<file path="src/rtl/aha_xgcd_apb_ctrl_pkg.sv">
`default_nettype none
// ============================================================================
// Module   : aha_xgcd_ctrl_pkg
// Purpose  : Shared constants for the XGCD APB control front-end. Holds the
//            register word offsets, the CTRL/STATUS bit positions, the run FSM
//            state type and a small address helper.
// Ports    : none (package)
// Config   : AHA_XGCD_CTRL_TIMEOUT_EN (consumed by the files importing this)
// Revision : 1.0 - initial release
// ============================================================================
package aha_xgcd_ctrl_pkg;

  // Register word offsets (byte address [11:2])
  localparam logic [9:0] C_REG_CTRL   = 10'h000;
  localparam logic [9:0] C_REG_STATUS = 10'h001;
  localparam logic [9:0] C_REG_CYCLES = 10'h002;
  localparam logic [9:0] C_REG_TMO    = 10'h003;

  // CTRL bit positions
  localparam int C_CTRL_START_BIT  = 0;
  localparam int C_CTRL_IRQ_EN_BIT = 1;

  // STATUS bit positions
  localparam int C_STAT_BUSY_BIT = 0;
  localparam int C_STAT_DONE_BIT = 1;
  localparam int C_STAT_TMO_BIT  = 2;

  // Run FSM states
  typedef enum logic [0:0] {
    ST_IDLE = 1'b0,
    ST_RUN  = 1'b1
  } state_e;

  // Word index of an APB byte address; the two low bits are never decoded.
  function automatic logic [9:0] reg_word(input logic [11:0] addr);
    return addr[11:2];
  endfunction

endpackage
`default_nettype wire

</file>
<file path="src/rtl/aha_xgcd_apb_ctrl_if.sv">
`default_nettype none
// ============================================================================
// Module   : aha_xgcd_apb_ctrl_if
// Purpose  : APB3 slave bus bundle for the XGCD control front-end.
// Ports    : PADDR[11:0], PSEL, PENABLE, PWRITE, PWDATA[31:0] (master->slave)
//            PRDATA[31:0], PREADY, PSLVERR                  (slave->master)
// Revision : 1.0 - initial release
// ============================================================================
interface aha_xgcd_apb_ctrl_if;
  logic [11:0] PADDR;
  logic        PSEL;
  logic        PENABLE;
  logic        PWRITE;
  logic [31:0] PWDATA;
  logic [31:0] PRDATA;
  logic        PREADY;
  logic        PSLVERR;

  modport master (
    output PADDR, PSEL, PENABLE, PWRITE, PWDATA,
    input  PRDATA, PREADY, PSLVERR
  );

  modport slave (
    input  PADDR, PSEL, PENABLE, PWRITE, PWDATA,
    output PRDATA, PREADY, PSLVERR
  );
endinterface
`default_nettype wire

</file>
<file path="src/rtl/aha_xgcd_run_counter.sv">
`default_nettype none
// ============================================================================
// Module   : aha_xgcd_run_counter
// Purpose  : Run-length cycle counter. Clears on clr_i, increments by one on
//            every cycle en_i is high, saturates at all-ones and holds
//            otherwise. Optionally compares the post-increment value against a
//            nonzero limit.
// Ports    : clk_i, rst_ni      clock, async active-low reset
//            clr_i, en_i        clear / count enable
//            limit_i, hit_o     timeout limit and match (timeout build only)
//            cnt_next_o         value the counter takes at the coming edge
// Config   : AHA_XGCD_CTRL_TIMEOUT_EN enables the limit comparator
// Revision : 1.0 - initial release
// ============================================================================
module aha_xgcd_run_counter #(
  parameter int CNT_W = 32
) (
  input  logic             clk_i,
  input  logic             rst_ni,
  input  logic             clr_i,
  input  logic             en_i,
`ifdef AHA_XGCD_CTRL_TIMEOUT_EN
  input  logic [CNT_W-1:0] limit_i,
  output logic             hit_o,
`endif
  output logic [CNT_W-1:0] cnt_next_o
);

  logic [CNT_W-1:0] cnt_q;
  logic [CNT_W-1:0] cnt_d;
  logic [CNT_W-1:0] w_inc;

  assign w_inc = (&cnt_q) ? cnt_q : cnt_q + CNT_W'(1);

  always_comb begin
    cnt_d = cnt_q;
    if (clr_i) begin
      cnt_d = '0;
    end else if (en_i) begin
      cnt_d = w_inc;
    end
  end

  always_ff @(posedge clk_i or negedge rst_ni) begin
    if (!rst_ni) begin
      cnt_q <= '0;
    end else begin
      cnt_q <= cnt_d;
    end
  end

  // The FSM exits on the same edge the counter reaches the run length, so the
  // comparison and the latched length both use the post-increment value.
  assign cnt_next_o = cnt_d;

`ifdef AHA_XGCD_CTRL_TIMEOUT_EN
  assign hit_o = en_i & ~clr_i & (limit_i != '0) & (cnt_d == limit_i);
`endif

endmodule
`default_nettype wire

</file>
<file path="src/rtl/aha_xgcd_apb_ctrl.sv">
`default_nettype none
// ============================================================================
// Module   : aha_xgcd_apb_ctrl
// Purpose  : APB control/status front-end for one XGCD core. Issues a
//            single-cycle start pulse on a START write, tracks the run until
//            the core reports done (or an optional timeout fires), records
//            the run length and raises a level interrupt.
// Ports    : CLK, RESETn           clock, async active-low reset
//            apb (slave modport)  APB register bus, zero wait states
//            XGCD_START (out)     one-cycle start pulse to the core
//            XGCD_DONE  (in)      core completion, level or pulse
//            XGCD_BUSY  (out)     high while a run is in progress
//            IRQ        (out)     registered interrupt level
// Config   : AHA_XGCD_CTRL_TIMEOUT_EN adds TMO_LIMIT (0x00C) and STATUS.TIMEOUT
// Revision : 1.0 - initial release
// ============================================================================
module aha_xgcd_apb_ctrl
  import aha_xgcd_ctrl_pkg::*;
#(
  parameter int CNT_W = 32
) (
  input  logic                 CLK,
  input  logic                 RESETn,
  aha_xgcd_apb_ctrl_if.slave   apb,
  output logic                 XGCD_START,
  input  logic                 XGCD_DONE,
  output logic                 XGCD_BUSY,
  output logic                 IRQ
);

  // --------------------------------------------------------------------------
  // APB decode
  // --------------------------------------------------------------------------
  logic       w_access;
  logic       w_wr;
  logic [9:0] w_word;
  logic       w_sel_ctrl;
  logic       w_sel_stat;
  logic       w_sel_cyc;
  logic       w_sel_tmo;
  logic       w_mapped;

  assign w_access   = apb.PSEL & apb.PENABLE;
  assign w_wr       = w_access & apb.PWRITE;
  assign w_word     = reg_word(apb.PADDR);
  assign w_sel_ctrl = (w_word == C_REG_CTRL);
  assign w_sel_stat = (w_word == C_REG_STATUS);
  assign w_sel_cyc  = (w_word == C_REG_CYCLES);
`ifdef AHA_XGCD_CTRL_TIMEOUT_EN
  assign w_sel_tmo  = (w_word == C_REG_TMO);
`else
  assign w_sel_tmo  = 1'b0;
`endif
  assign w_mapped   = w_sel_ctrl | w_sel_stat | w_sel_cyc | w_sel_tmo;

  // --------------------------------------------------------------------------
  // State
  // --------------------------------------------------------------------------
  state_e           state_q, state_d;
  logic             irq_en_q, irq_en_d;
  logic             done_q, done_d;
  logic             tmo_q, tmo_d;
  logic             start_q, start_d;
  logic             irq_q, irq_d;
  logic [CNT_W-1:0] cycles_q, cycles_d;
  logic [CNT_W-1:0] w_tmo_limit;

  logic             w_busy;
  logic             w_start_req;
  logic             w_start_acc;
  logic             w_start_err;
  logic             w_run_done;
  logic             w_run_tmo;
  logic             w_tmo_hit;
  logic [CNT_W-1:0] w_cnt_next;

  assign w_busy      = (state_q == ST_RUN);
  assign w_start_req = w_wr & w_sel_ctrl & apb.PWDATA[C_CTRL_START_BIT];
  assign w_start_acc = w_start_req & ~w_busy;
  assign w_start_err = w_start_req & w_busy;

  // --------------------------------------------------------------------------
  // Run counter
  // --------------------------------------------------------------------------
  aha_xgcd_run_counter #(
    .CNT_W (CNT_W)
  ) u_run_counter (
    .clk_i      (CLK),
    .rst_ni     (RESETn),
    .clr_i      (w_start_acc),
    .en_i       (w_busy),
`ifdef AHA_XGCD_CTRL_TIMEOUT_EN
    .limit_i    (w_tmo_limit),
    .hit_o      (w_tmo_hit),
`endif
    .cnt_next_o (w_cnt_next)
  );

`ifdef AHA_XGCD_CTRL_TIMEOUT_EN
  logic [CNT_W-1:0] tmo_limit_q, tmo_limit_d;

  always_comb begin
    tmo_limit_d = tmo_limit_q;
    if (w_wr && w_sel_tmo) begin
      tmo_limit_d = apb.PWDATA[CNT_W-1:0];
    end
  end

  always_ff @(posedge CLK or negedge RESETn) begin
    if (!RESETn) begin
      tmo_limit_q <= '0;
    end else begin
      tmo_limit_q <= tmo_limit_d;
    end
  end

  assign w_tmo_limit = tmo_limit_q;
`else
  assign w_tmo_limit = '0;
  assign w_tmo_hit   = 1'b0;
`endif

  // --------------------------------------------------------------------------
  // Run FSM: DONE is checked before the timeout so it wins a same-cycle tie.
  // --------------------------------------------------------------------------
  always_comb begin
    state_d    = state_q;
    w_run_done = 1'b0;
    w_run_tmo  = 1'b0;
    case (state_q)
      ST_IDLE: begin
        if (w_start_acc) begin
          state_d = ST_RUN;
        end
      end
      ST_RUN: begin
        if (XGCD_DONE) begin
          state_d    = ST_IDLE;
          w_run_done = 1'b1;
        end else if (w_tmo_hit) begin
          state_d   = ST_IDLE;
          w_run_tmo = 1'b1;
        end
      end
      default: state_d = ST_IDLE;
    endcase
  end

  // --------------------------------------------------------------------------
  // Control/status registers. Hardware sets are applied last so they win over
  // a same-cycle W1C.
  // --------------------------------------------------------------------------
  always_comb begin
    irq_en_d = irq_en_q;
    done_d   = done_q;
    tmo_d    = tmo_q;
    cycles_d = cycles_q;
    start_d  = w_start_acc;
    irq_d    = irq_en_q & (done_q | tmo_q);

    if (w_wr && w_sel_ctrl) begin
      irq_en_d = apb.PWDATA[C_CTRL_IRQ_EN_BIT];
    end
    if (w_wr && w_sel_stat) begin
      if (apb.PWDATA[C_STAT_DONE_BIT]) done_d = 1'b0;
      if (apb.PWDATA[C_STAT_TMO_BIT])  tmo_d  = 1'b0;
    end
    if (w_start_acc) begin
      done_d = 1'b0;
      tmo_d  = 1'b0;
    end
    if (w_run_done) begin
      done_d   = 1'b1;
      cycles_d = w_cnt_next;
    end
    if (w_run_tmo) begin
      tmo_d    = 1'b1;
      cycles_d = w_cnt_next;
    end
  end

  always_ff @(posedge CLK or negedge RESETn) begin
    if (!RESETn) begin
      state_q  <= ST_IDLE;
      irq_en_q <= 1'b0;
      done_q   <= 1'b0;
      tmo_q    <= 1'b0;
      start_q  <= 1'b0;
      irq_q    <= 1'b0;
      cycles_q <= '0;
    end else begin
      state_q  <= state_d;
      irq_en_q <= irq_en_d;
      done_q   <= done_d;
      tmo_q    <= tmo_d;
      start_q  <= start_d;
      irq_q    <= irq_d;
      cycles_q <= cycles_d;
    end
  end

  // --------------------------------------------------------------------------
  // APB read path and response
  // --------------------------------------------------------------------------
  always_comb begin
    apb.PRDATA = '0;
    if (w_access && !apb.PWRITE) begin
      if (w_sel_ctrl) begin
        apb.PRDATA[C_CTRL_IRQ_EN_BIT] = irq_en_q;
      end
      if (w_sel_stat) begin
        apb.PRDATA[C_STAT_BUSY_BIT] = w_busy;
        apb.PRDATA[C_STAT_DONE_BIT] = done_q;
        apb.PRDATA[C_STAT_TMO_BIT]  = tmo_q;
      end
      if (w_sel_cyc) begin
        apb.PRDATA = 32'(cycles_q);
      end
      if (w_sel_tmo) begin
        apb.PRDATA = 32'(w_tmo_limit);
      end
    end
  end

  assign apb.PREADY  = 1'b1;
  assign apb.PSLVERR = w_access & (~w_mapped | w_start_err);

  assign XGCD_START = start_q;
  assign XGCD_BUSY  = w_busy;
  assign IRQ        = irq_q;

  // Address bits below word granularity and write-data bits beyond the
  // implemented fields are intentionally ignored.
  logic w_unused;
  assign w_unused = ^{apb.PADDR[1:0], apb.PWDATA};

endmodule
`default_nettype wire
</file>
<file path="src/flat_wrapper.sv">
// flat-port wrapper written by rule: the top's interface ports become plain ports
module aha_xgcd_apb_ctrl_flat import aha_xgcd_ctrl_pkg::*;
#(
  parameter int CNT_W = 32
)
  (CLK, RESETn, XGCD_START, XGCD_DONE, XGCD_BUSY, IRQ, apb_PADDR, apb_PSEL, apb_PENABLE, apb_PWRITE, apb_PWDATA, apb_PRDATA, apb_PREADY, apb_PSLVERR);
  aha_xgcd_apb_ctrl_if apb_i ();
  input  logic CLK;
  input  logic RESETn;
  output logic XGCD_START;
  input  logic XGCD_DONE;
  output logic XGCD_BUSY;
  output logic IRQ;
  input wire logic [$bits(apb_i.PADDR)-1:0] apb_PADDR;
  input wire logic [$bits(apb_i.PSEL)-1:0] apb_PSEL;
  input wire logic [$bits(apb_i.PENABLE)-1:0] apb_PENABLE;
  input wire logic [$bits(apb_i.PWRITE)-1:0] apb_PWRITE;
  input wire logic [$bits(apb_i.PWDATA)-1:0] apb_PWDATA;
  output wire logic [$bits(apb_i.PRDATA)-1:0] apb_PRDATA;
  output wire logic [$bits(apb_i.PREADY)-1:0] apb_PREADY;
  output wire logic [$bits(apb_i.PSLVERR)-1:0] apb_PSLVERR;
  assign apb_i.PADDR = apb_PADDR;
  assign apb_i.PSEL = apb_PSEL;
  assign apb_i.PENABLE = apb_PENABLE;
  assign apb_i.PWRITE = apb_PWRITE;
  assign apb_i.PWDATA = apb_PWDATA;
  assign apb_PRDATA = apb_i.PRDATA;
  assign apb_PREADY = apb_i.PREADY;
  assign apb_PSLVERR = apb_i.PSLVERR;
  aha_xgcd_apb_ctrl #(.CNT_W(CNT_W)) u_core (.CLK(CLK), .RESETn(RESETn), .apb(apb_i), .XGCD_START(XGCD_START), .XGCD_DONE(XGCD_DONE), .XGCD_BUSY(XGCD_BUSY), .IRQ(IRQ));
endmodule
</file>
<file path="config.mk">
export PLATFORM = sky130hd
export DESIGN_NAME = aha_xgcd_apb_ctrl_flat
export DESIGN_NICKNAME = d
export VERILOG_FILES = /design/src/rtl/aha_xgcd_apb_ctrl_pkg.sv /design/src/rtl/aha_xgcd_apb_ctrl_if.sv /design/src/rtl/aha_xgcd_run_counter.sv /design/src/rtl/aha_xgcd_apb_ctrl.sv /design/src/flat_wrapper.sv
export SDC_FILE = /design/constraint.sdc
export NUM_CORES = 1
export LEC_CHECK = 0
export CORE_MARGIN = 2
export CORE_UTILIZATION = 45
export DETAILED_ROUTE_END_ITERATION = 6
export PLACE_DENSITY_LB_ADDON = 0.1
export SLEW_MARGIN = 20
export SYNTH_ARGS = -nofsm -noshare
export SYNTH_HDL_FRONTEND = slang
export SYNTH_SLANG_ARGS = --single-unit
</file>
<file path="constraint.sdc">
create_clock -name CLK -period 2.2 [get_ports CLK]
set_input_delay 0.33 -clock CLK [delete_from_list [all_inputs] [get_ports CLK]]
set_output_delay 0.33 -clock CLK [all_outputs]
set_load 0.01 [all_outputs]
</file>
==> results of run 1 <==
-- layer usage --
metal / up-vias / track usage, % / part of all wire (%)
li1: 1621 / - / -
met1: 1639 / 31.38 / 45
met2: 71 / 38.75 / 50
met3: 10 / 4.173 / 4.0
met4: 0 / 6.280 / 1.2
met5: - / 0 / 0
-- stage by stage --
step / setup TNS (ns) / instances / hold slack, ns / setup WS [ns]
floorplan: 0 / 384 / 0.03441 / 0.02674
detailed placement: -34.67 / 572 / 0.3819 / -0.8437
global placement: -33.32 / 572 / 0.3790 / -0.7703
CTS: -1.828 / 593 / 0.01410 / -0.07402
global route: -3.316 / 597 / 0.02452 / -0.1267
finish: -1.317 / 597 / 0.003088 / -0.05628
-- final cells by class --
cell class	count	area, µm²
clock buffer	9	123.9
clock inverter	7	66.31
fill	641	2763
inverter	3	11.26
multi-input combinational	292	1937
sequential	69	1727
tap	102	127.6
timing repair buffer	115	1012
-- worst reg2reg max path: cells and delay by family (launching register included) --
kind	cells	cell delay (ns)
AO/OA/AOI/OAI	1	0.18
buffers and inverters	1	0.16
AND/OR/NAND/NOR	4	1.31
flip-flops	1	0.42
-- cell usage after synthesis (all sizes together) (2+ instances only) --
library cell | instances | area, µm²
a211o | 2 | 17.52
a21oi | 19 | 95.09
a22o | 2 | 18.77
a31oi | 18 | 112.6
and2 | 33 | 206.5
and3 | 8 | 51.30
and4 | 8 | 73.82
buf | 7 | 48.79
clkbuf | 13 | 48.80
dfrtp | 69 | 1727
inv | 3 | 11.26
mux2 | 3 | 33.78
mux2i | 3 | 30.03
nand2 | 31 | 116.4
nand3 | 15 | 75.07
nand4 | 12 | 105.1
nor2 | 33 | 123.9
nor3 | 7 | 46.30
nor4 | 5 | 31.28
o211a | 2 | 20.02
o21ai | 34 | 170.2
o311ai | 2 | 17.52
o31ai | 5 | 51.30
or3 | 15 | 95.09
or4 | 8 | 67.56
xnor2 | 4 | 35.03
xor2 | 8 | 70.07
-- registers in the layout, summed over array words and instances (netlist names) --
name	cells
u_core.irq_en_q	1
u_core.done_q	1
u_core.XGCD_BUSY	1
u_core.IRQ	1
u_core.XGCD_START	1
u_core.u_run_counter.cnt_q	32
u_core.cycles_q	32
-- cells by family after synthesis --
group / synth area share, %
fa+ha+maj: 0.3451
buf+inv: 3.003
mux: 1.760
xor+xnor: 2.900
compound gates: 15.29
flops: 47.64
other cells: 0.1035
simple gates: 28.96
-- cell usage in the layout, fill, tap and decap left out, drive strengths merged, types with 2 or more instances in the layout --
| master | synthesis | routed |
|---|---|---|
| xnor2 | 4 | 4 |
| o311ai | 2 | 2 |
| or4 | 8 | 8 |
| a21oi | 19 | 19 |
| nor3 | 7 | 7 |
| clkinv | 0 | 5 |
| mux2i | 3 | 3 |
| and4 | 8 | 8 |
| mux2 | 3 | 3 |
| dfrtp | 69 | 69 |
| clkbuf | 13 | 9 |
| a22o | 2 | 2 |
| a211o | 2 | 2 |
| xor2 | 8 | 8 |
| or3 | 15 | 15 |
| clkdlybuf4s15 | 0 | 3 |
| o31ai | 5 | 5 |
| a31oi | 18 | 18 |
| nand4 | 12 | 12 |
| nand2 | 31 | 31 |
| and2 | 33 | 33 |
| nor2 | 33 | 33 |
| nand3 | 15 | 15 |
| inv | 3 | 3 |
| nor4 | 5 | 5 |
| buf | 7 | 101 |
| o21ai | 34 | 34 |
| and3 | 8 | 8 |
| o211a | 2 | 2 |
| clkdlybuf4s50 | 0 | 11 |
-- timing repair --
action	4_1_cts	5_1_grt
hold endpoints to repair	0	0
cloned	2	0
buffers inserted	3	4
pin swaps	34	6
setup endpoints to repair	40	45
resized for setup	203	28
-- path summary, 6_finish.rpt --
check | to | cells past startpoint | slack, ns
hold / removal | u_core.IRQ | 2 | 0.003
setup / recovery | apb_PRDATA[15] | 9 | -0.06
max in group asynchronous | u_core.u_run_counter.cnt_q[4] | 2 | 1.90
min in group CLK | u_core.cycles_q[7] | 2 | 0.49
hold reg to reg | u_core.cycles_q[7] | 2 | 0.49
setup reg to reg | u_core.cycles_q[23] | 6 | 0.05
-- power by group through the flow --
stage	clock network (mW)	logic (mW)	registers, mW
after floorplan	0	0.124	1.42
after detailed placement	0	0.263	1.43
after global routing	1.08	0.301	1.42
after CTS	1.02	0.263	1.41
final	1.01	0.267	1.41
after global placement	0	0.257	1.43
==> out/summary.md, run 1 <==
### Synthesis
• Mapped Nets: 435
• Gate Count Post-Synth: 384
• Avg Synthesized Cell Area: 9.439 µm²
• share of async-settable or async-resettable flops after synthesis: 100.0%
• share of synthesized area occupied by flip-flops and latches: 47.64%
• count of flip-flops with a built-in enable after synthesis: 0
• #FFs+latches synth: 69
• total of warnings raised by yosys: 0
• Top FF cell, synth: sky130_fd_sc_hd__dfrtp_1
• netlist area before placement: 3625 µm²
• number of distinct library cells after synthesis: 53

### Final layout
• final instance area: 5005 µm²
• final-stage net count: 541
• share of the core filled with cells in the final layout: 64.43%
• area grow syn2layout: 38.07%
• share of cells above drive strength 1: 34.55%
• antenna fix cells: 0

### Drt
• post-route antenna net violation count: 0
• number of DRC violations after detailed routing: 0
• post-detailed-routing wire length: 9648 µm
• Via-to-Cell Ratio: 5.596
• via count: 3341
• Routed wire per std cell: 16.16 µm
• first-pass iteration count of the detailed router: 5
• detailed router's first-iteration violation count: 182

### Global routing
• total routing resource utilization after global routing: 23.27%
• antenna violations before repair: 0
• grt ovf: 0
• number of global-route vias before repair: 3247
• first-pass GRT wire length: 15880 µm
• largest net degree at the start of global routing: 70

### STA
• shortest period the worst path allows: 2.256 ns
• Final setup violation count: 30
• Max Clock Freq: 443.2 MHz
• setup repair after global routing missed its margin: true
• share of the clock period used by the worst path: 102.6%
• count of pins over their slew limit: 0
• number of failing hold endpoints at the final stage: 0
• final setup slack of the worst path: -0.05628 ns
• worst clock skew on the final layout: 0.008856 ns

### Clock network
• CTS Hold Buffers Added: 0
• register clock-pin slew on the reported worst setup and hold paths: 0.08 ns
• CTS HTree Levels: 3
• CTS root buffer: sky130_fd_sc_hd__clkbuf_8
• clock net sink count: 69
• cts bufs inserted: 9
• Max Buffers Root-to-Sink: 2
• clock latency of the later-clocked register in the worst-skew pair: 0.34 ns
• CTS tree: built

### Place
• placed cell areas: 4608 µm²
• port bufs: 53
• global placement routability congestion: 0.8861
• detailed placement HPWL: 6720 µm

### Run
• number of maximum-capacitance violations: 0

### Floorplanning
• starting density of the core: 46.67%
• Horiz. Die Dim: 93.75 µm
• Vert. Die Dim: 93.75 µm
• Core Box Area: 7767 µm²
• Boundary Pins: 87
• area enclosed by the die boundary: 8789 µm²
• number of placement rows: 32

### Critical path
• CP Buf/Inv Count: 4
• Crit Path Category: primary input to primary output
• critical path startpoint category: primary input
• startpoint of the most critical register-to-register path: u_core.u_run_counter.cnt_q[16]
• largest fanout on the critical path: 7
• most common cell type on the critical path: sky130_fd_sc_hd__buf_6
• critical path startpoint: apb_PADDR[8]
• crit path DAT: 1.93 ns
• sort of element at the end of the critical path: primary output
• data required time at the worst endpoint: 1.87 ns
• cell family contributing the most delay on the critical path: simple AND/OR/NAND/NOR gates
• standard cell with the maximum stage delay on the critical path: sky130_fd_sc_hd__or4_4
• CP peak stage delay: 0.55 ns
• series of cell instances along the critical path: buf_6 -> or4_4 -> nor2_4 -> nand3_2 -> nor3b_4 -> buf_6 -> buf_8 -> and2_4 -> buf_6

### Power and ir drop
• total internal power: 1.997 mW
• Lkg Pwr: 2.161 nW
• P_sw: 0.6939 mW
• total chip power: 2.691 mW
• VDD IR max: 0.4859 mV
• sequential share of power: 52.5%
• total power divided by cell area: 537.7 nW/µm²
• Clk pwr share: 37.6%
• Sw Share: 25.79%
• relative contribution of combinational cells to total power: 9.9%

### Status
• violated checks: negative setup slack
• status: finished with violations

### Hold path
• Tightest Hold Check Type: primary input to asynchronous set/reset pin

(Power assumes the default switching activity.)
==> run 2, diff against run 1 <==
CELL_PAD_IN_SITES_DETAIL_PLACEMENT = 1   (was unset)
CELL_PAD_IN_SITES_GLOBAL_PLACEMENT = 1   (was unset)
CORE_UTILIZATION = 34   (was 45)
==> run 2 against run 1 <==
The flow still finishes with violations (negative setup slack). Utilization is 12 points lower. Cell count is 8.4% higher. Die area is 31% higher. Routed wire length is 23% higher. Sequential share of layout area is 2.3 points lower. Critical path depth stayed put. Clock skew is 0.0051 ns higher. Combinational power is 5% higher.
==> out/summary.md, run 2 (synthesized netlist as in run 1, its figures left out) <==
### STA
• final setup slack of the worst path: -0.1265 ns
• Final setup violation count: 30
• final hold slack: 0.4918 ns
• Max Clock Freq: 429.8 MHz
• share of the clock period used by the worst path: 105.8%
• number of failing hold endpoints at the final stage: 0
• shortest period the worst path allows: 2.327 ns
• setup repair after global routing missed its margin: true
• count of pins over their slew limit: 0
• worst clock skew on the final layout: 0.01400 ns

### Drt
• post-detailed-routing wire length: 11910 µm
• Via-to-Cell Ratio: 5.365
• first-pass iteration count of the detailed router: 4
• via count: 3471
• Routed wire per std cell: 18.41 µm
• post-route antenna net violation count: 0
• detailed router's first-iteration violation count: 132
• number of DRC violations after detailed routing: 0

### Critical path
• Crit Path Category: primary input to primary output
• CP peak stage delay: 0.56 ns
• flop-to-flop setup slack: 0.04 ns
• standard cell with the maximum stage delay on the critical path: sky130_fd_sc_hd__or4_4
• largest fanout on the critical path: 8
• capture point of the worst reg-to-reg path: u_core.cycles_q[16]
• critical path startpoint: apb_PADDR[5]
• end point of the critical path: apb_PRDATA[8]
• series of cell instances along the critical path: buf_6 -> or4_4 -> nor2_4 -> nand3_2 -> nor3b_4 -> buf_6 -> buf_8 -> and2_4 -> buf_6
• sort of element at the end of the critical path: primary output
• most common cell type on the critical path: sky130_fd_sc_hd__buf_6
• critical path startpoint category: primary input
• startpoint of the most critical register-to-register path: u_core.u_run_counter.cnt_q[23]
• data required time at the worst endpoint: 1.87 ns
• cell count of the worst reg-to-reg path: 7
• crit path DAT: 2.00 ns

### Run
• number of maximum-capacitance violations: 0

### Place
• port bufs: 53
• detailed placement HPWL: 7960 µm
• global placement routability congestion: 0.8233

### Global routing
• first-pass GRT wire length: 19140 µm
• total routing resource utilization after global routing: 21.56%
• met1 Use GR: 29.00%
• antenna violations before repair: 0
• met2 global-route usage: 35.35%
• most utilized layer in the global route result: met2
• Global Route met3 Usage: 2.845%
• largest net degree at the start of global routing: 70
• number of global-route vias before repair: 3666
• grt ovf: 0

### Floorplanning
• Boundary Pins: 87
• number of placement rows: 37
• Horiz. Die Dim: 107.3 µm
• area enclosed by the die boundary: 11500 µm²
• Vert. Die Dim: 107.3 µm
• starting density of the core: 35.11%
• Core Box Area: 10320 µm²

### Power and ir drop
• total internal power: 2.148 mW
• relative contribution of combinational cells to total power: 9.8%
• total chip power: 2.865 mW
• Clk pwr share: 40.9%
• Lkg Pwr: 2.293 nW
• total power divided by cell area: 533.4 nW/µm²
• VDD IR max: 0.2731 mV
• Sw Share: 25.02%
• P_sw: 0.7166 mW
• sequential share of power: 49.3%

### Final layout
• most common library cell in the layout ignoring fill and taps: sky130_fd_sc_hd__dfrtp_1
• antenna fix cells: 0
• share of cells above drive strength 1: 39.53%
• fill count: 1190
• combined area of the multi-input logic cells: 2022 µm²
• final-stage net count: 558
• area taken by flip-flops and latches: 1727 µm²
• largest registers: u_core.cycles_q: 32 flops, u_core.u_run_counter.cnt_q: 32 flops
• commonest non-fill, non-tap cells in the layout: sky130_fd_sc_hd__dfrtp_1, sky130_fd_sc_hd__buf_4, sky130_fd_sc_hd__buf_6
• area grow syn2layout: 48.15%

### Hold path
• hold wc startpoint: u_core.cycles_q[1]
• Tightest Hold Check Type: register to register

### Clock network
• clock latency of the later-clocked register in the worst-skew pair: 0.36 ns
• cts bufs inserted: 9
• clock net sink count: 69
• Max Buffers Root-to-Sink: 2
• register clock-pin slew on the reported worst setup and hold paths: 0.07 ns
• CTS tree: built
• CTS root buffer: sky130_fd_sc_hd__clkbuf_8
• CTS HTree Levels: 3

### Status
• violated checks: negative setup slack
• status: finished with violations

-- run 2: cell types whose count changed in the layout (fill, tap and decap cells not counted), sizes merged --
cell         before  now
buf             101  116
bufinv            1    2
clkbuf            9   12
clkinv            5    1
dlygate4sd3       0    1
-- run 2: power by group through the flow --
stage | logic [mW] | registers, mW | clock network, mW
6_report | 0.280 | 1.41 | 1.17
5_1_grt | 0.317 | 1.43 | 1.25
4_1_cts | 0.271 | 1.41 | 1.20
3_5_place_dp | 0.270 | 1.43 | 0
3_3_place_gp | 0.265 | 1.43 | 0
2_1_floorplan | 0.124 | 1.42 | 0
-- run 2: worst max-delay path, delay by kind of cell --
family | cells | cell delay [ns]
AND/OR/NAND/NOR | 5 | 1.17
buffers and inverters | 4 | 0.50
-- run 2: how the worst min path moves through the flow --
stage,slack (ns),endpoint,depth (start not counted)
6_report,0.49,u_core.cycles_q[1],2
5_1_grt,0.54,u_core.irq_en_q,3
4_1_cts,0.49,u_core.cycles_q[10],2
3_5_place_dp,0.39,u_core.irq_en_q,2
3_3_place_gp,0.39,u_core.IRQ,2
2_1_floorplan,0.03,u_core.IRQ,0
-- run 2: final cells by class --
| cell class | count | area share (%) |
|---|---|---|
| Tap cell | 136 | 3.169 |
| Clock inverter | 4 | 1.351 |
| Clock buffer | 11 | 2.633 |
| Inverter | 3 | 0.2097 |
| Sequential cell | 69 | 32.15 |
| Multi-Input combinational cell | 292 | 37.65 |
| Timing Repair Buffer | 132 | 22.83 |
-- run 2: what timing repair did --
action                                 CTS  global route
hold buffers                             1             0
pin swaps                               35            18
setup endpoints to repair               56            79
gates resized for setup                212            56
buffers inserted                         7             6
endpoints found under the hold margin    2             0
gates cloned                             2             0
-- run 2: through the flow --
stage	setup TNS [ns]	instances	instance area [µm²]	util [%]	setup WS, ns
2_1_floorplan	0	384	3625	-	0.02674
3_3_place_gp	-36.25	617	4758	46.09	-0.8014
3_5_place_dp	-36.97	617	4758	46.09	-0.9309
4_1_cts	-3.287	642	5160	49.98	-0.1767
5_1_grt	-5.041	647	5370	52.02	-0.1835
6_report	-3.033	647	5370	52.02	-0.1265
-- run 2: routing by layer --
metal	vias to the layer above	part of all wire (%)
li1	1653	-
met1	1743	46
met2	62	49
met3	13	3.2
met4	0	1.7
met5	-	0
==> run 3, diff against run 2 <==
CORE_UTILIZATION = 40   (was 34)
CTS_CLUSTER_DIAMETER = 30   (was unset)
HOLD_SLACK_MARGIN = 0.12   (was unset)
clock period = 2.85 ns   (was 2.2 ns; I/O delays follow)
==> run 3 against run 2 <==
The run now ends clean. Clock power decreased by 38%. Cell count fell by 13%. Largest power group unchanged. Final area decreased by 17%. Via count down 5.9%. Register-to-register slack improved by 0.23 ns. Flip-flop and latch count is the same. Largest cell class unchanged. Global-route usage about the same. Sequential power decreased by 22%. Die area decreased by 14%. First-iteration DRC count fell by 13%. Critical path depth is the same. Critical endpoint is now apb_PRDATA[9].
==> out/summary.md, run 3 (synthesized netlist as in run 1, its figures left out) <==
### Status
• status: completed

### Global routing
• total routing resource utilization after global routing: 21.60%
• first-pass GRT wire length: 16980 µm
• antenna violations before repair: 0
• number of global-route vias before repair: 3325
• largest net degree at the start of global routing: 42
• grt ovf: 0

### Drt
• WL met2: 4892 µm
• post-detailed-routing wire length: 10250 µm
• highest routing layer actually used: met4
• Via-to-Cell Ratio: 5.779
• Routed wire per std cell: 18.14 µm
• via count: 3265
• post-route antenna net violation count: 0
• number of DRC violations after detailed routing: 0
• detailed router's first-iteration violation count: 115
• wire length on met1: 4877 µm
• routed wire length on met3: 373 µm
• first-pass iteration count of the detailed router: 4

### Floorplanning
• area enclosed by the die boundary: 9840 µm²
• number of placement rows: 34
• Vert. Die Dim: 99.20 µm
• Core Box Area: 8763 µm²
• starting density of the core: 41.36%
• Horiz. Die Dim: 99.20 µm
• Boundary Pins: 87

### Power and ir drop
• Lkg Pwr: 1.935 nW
• sequential share of power: 54.8%
• VDD IR max: 0.2567 mV
• Sw Share: 26.77%
• Clk pwr share: 36.4%
• P_sw: 0.5356 mW
• total power divided by cell area: 447.6 nW/µm²
• relative contribution of combinational cells to total power: 8.8%
• total internal power: 1.465 mW

### STA
• Final setup violation count: 0
• setup repair after global routing missed its margin: true
• shortest period the worst path allows: 2.786 ns
• post-route setup TNS: 0 ns
• share of the clock period used by the worst path: 97.75%
• Max Clock Freq: 359.0 MHz
• slew of the pin with the lowest slew margin: 0.7278 ns
• count of pins over their slew limit: 0
• number of failing hold endpoints at the final stage: 0
• Max-Slew Margin vs Limit: 51.48%
• worst clock skew on the final layout: 0.01387 ns

### Hold path
• Tightest Hold Check Type: primary input to asynchronous set/reset pin

### Final layout
• most common library cell in the layout ignoring fill and taps: sky130_fd_sc_hd__dfrtp_1
• area grow syn2layout: 23.33%
• commonest non-fill, non-tap cells in the layout: sky130_fd_sc_hd__dfrtp_1, sky130_fd_sc_hd__o21ai_0, sky130_fd_sc_hd__nor2_1
• share of cells above drive strength 1: 20.35%
• combined area of the multi-input logic cells: 1826 µm²
• fill count: 1044
• number of standard cells in the final layout excluding fillers: 565
• antenna fix cells: 0
• largest registers: u_core.cycles_q: 32 flops, u_core.u_run_counter.cnt_q: 32 flops
• area taken by flip-flops and latches: 1727 µm²
• final-stage net count: 503

### Critical path
• largest fanout on the critical path: 13
• Crit Path Category: primary input to primary output
• sort of element at the end of the critical path: primary output
• data required time at the worst endpoint: 2.42 ns
• critical path startpoint category: primary input
• crit path DAT: 2.36 ns

### Clock network
• CTS HTree Levels: 3
• clock net sink count: 69
• register clock-pin slew on the reported worst setup and hold paths: 0.08 ns
• CTS Hold Buffers Added: 0
• Max Buffers Root-to-Sink: 2
• CTS tree: built
• clock latency of the later-clocked register in the worst-skew pair: 0.35 ns
• CTS root buffer: sky130_fd_sc_hd__clkbuf_8
• cts bufs inserted: 9

### Run
• number of maximum-capacitance violations: 0

### Place
• placed insts: 545
• port bufs: 53
• global placement routability congestion: 0.8353
• detailed placement HPWL: 7188 µm

## run 3: final cells by class
| class | instances | share of cell area [%] |
|---|---|---|
| Clock buffer | 11 | 3.163 |
| Clock inverter | 5 | 0.8116 |
| Inverter | 3 | 0.2519 |
| Multi-Input combinational cell | 292 | 40.83 |
| Sequential cell | 69 | 38.62 |
| Tap cell | 108 | 3.023 |
| Timing Repair Buffer | 77 | 13.29 |
## run 3: metrics by stage
stage | instance area (µm²) | hold slack (ns) | power, mW | setup WS, ns | utilization [%]
after global routing | 4471 | 0.1622 | 2.094 | -0.01565 | 51.01
after global placement | 4355 | 0.4535 | 1.279 | -0.3693 | 49.70
after detailed placement | 4355 | 0.4670 | 1.290 | -0.3891 | 49.70
after floorplan | 3625 | 0.1319 | 1.194 | 0.4817 | -
final | 4471 | 0.1214 | 2.001 | 0.06424 | 51.01
after CTS | 4551 | 0.1481 | 2.022 | -0.03395 | 51.93
## run 3: what timing repair did
action / 4_1_cts / 5_1_grt
gates resized for setup: 126 / 17
hold endpoints to repair: 0 / 0
gates cloned: 2 / 0
pin swaps: 5 / 1
buffers inserted: 3 / 0
endpoints found under the setup margin: 32 / 28
## run 3: path summary, 6_finish.rpt
path | endpoint | slack, ns | cells after the start | start
min | u_core.irq_en_q | 0.12 | 1 | RESETn
max in group asynchronous | u_core.cycles_q[13] | 2.05 | 2 | RESETn
min in group CLK | u_core.cycles_q[12] | 0.48 | 2 | u_core.cycles_q[12]
max | apb_PRDATA[9] | 0.06 | 9 | apb_PADDR[4]
min reg2reg | u_core.cycles_q[12] | 0.48 | 2 | u_core.cycles_q[12]
max reg2reg | u_core.cycles_q[5] | 0.27 | 5 | u_core.u_run_counter.cnt_q[21]
## run 3: power by group through the flow
| stage | Sequential, mW | Combinational (mW) | Clock [mW] |
|---|---|---|---|
| after floorplan | 1.10 | 0.0954 | 0 |
| after global placement | 1.11 | 0.167 | 0 |
| after detailed placement | 1.12 | 0.174 | 0 |
| after CTS | 1.10 | 0.178 | 0.748 |
| after global routing | 1.11 | 0.198 | 0.790 |
| final | 1.10 | 0.175 | 0.729 |
## run 3: worst max-delay path: stages
cell	delay [ns]
sky130_fd_sc_hd__clkdlybuf4s50_1	0.40
sky130_fd_sc_hd__or4_4	0.56
sky130_fd_sc_hd__nor2_4	0.11
sky130_fd_sc_hd__nand3_2	0.11
sky130_fd_sc_hd__nor3b_4	0.19
sky130_fd_sc_hd__buf_6	0.16
sky130_fd_sc_hd__buf_8	0.14
sky130_fd_sc_hd__and2_1	0.12
sky130_fd_sc_hd__buf_2	0.13
## run 3: metal layers
layer	vias up	GRT usage, %
met5	-	0
met4	0	6.006
met3	11	3.233
met2	64	35.50
met1	1641	29.95
li1	1549	-
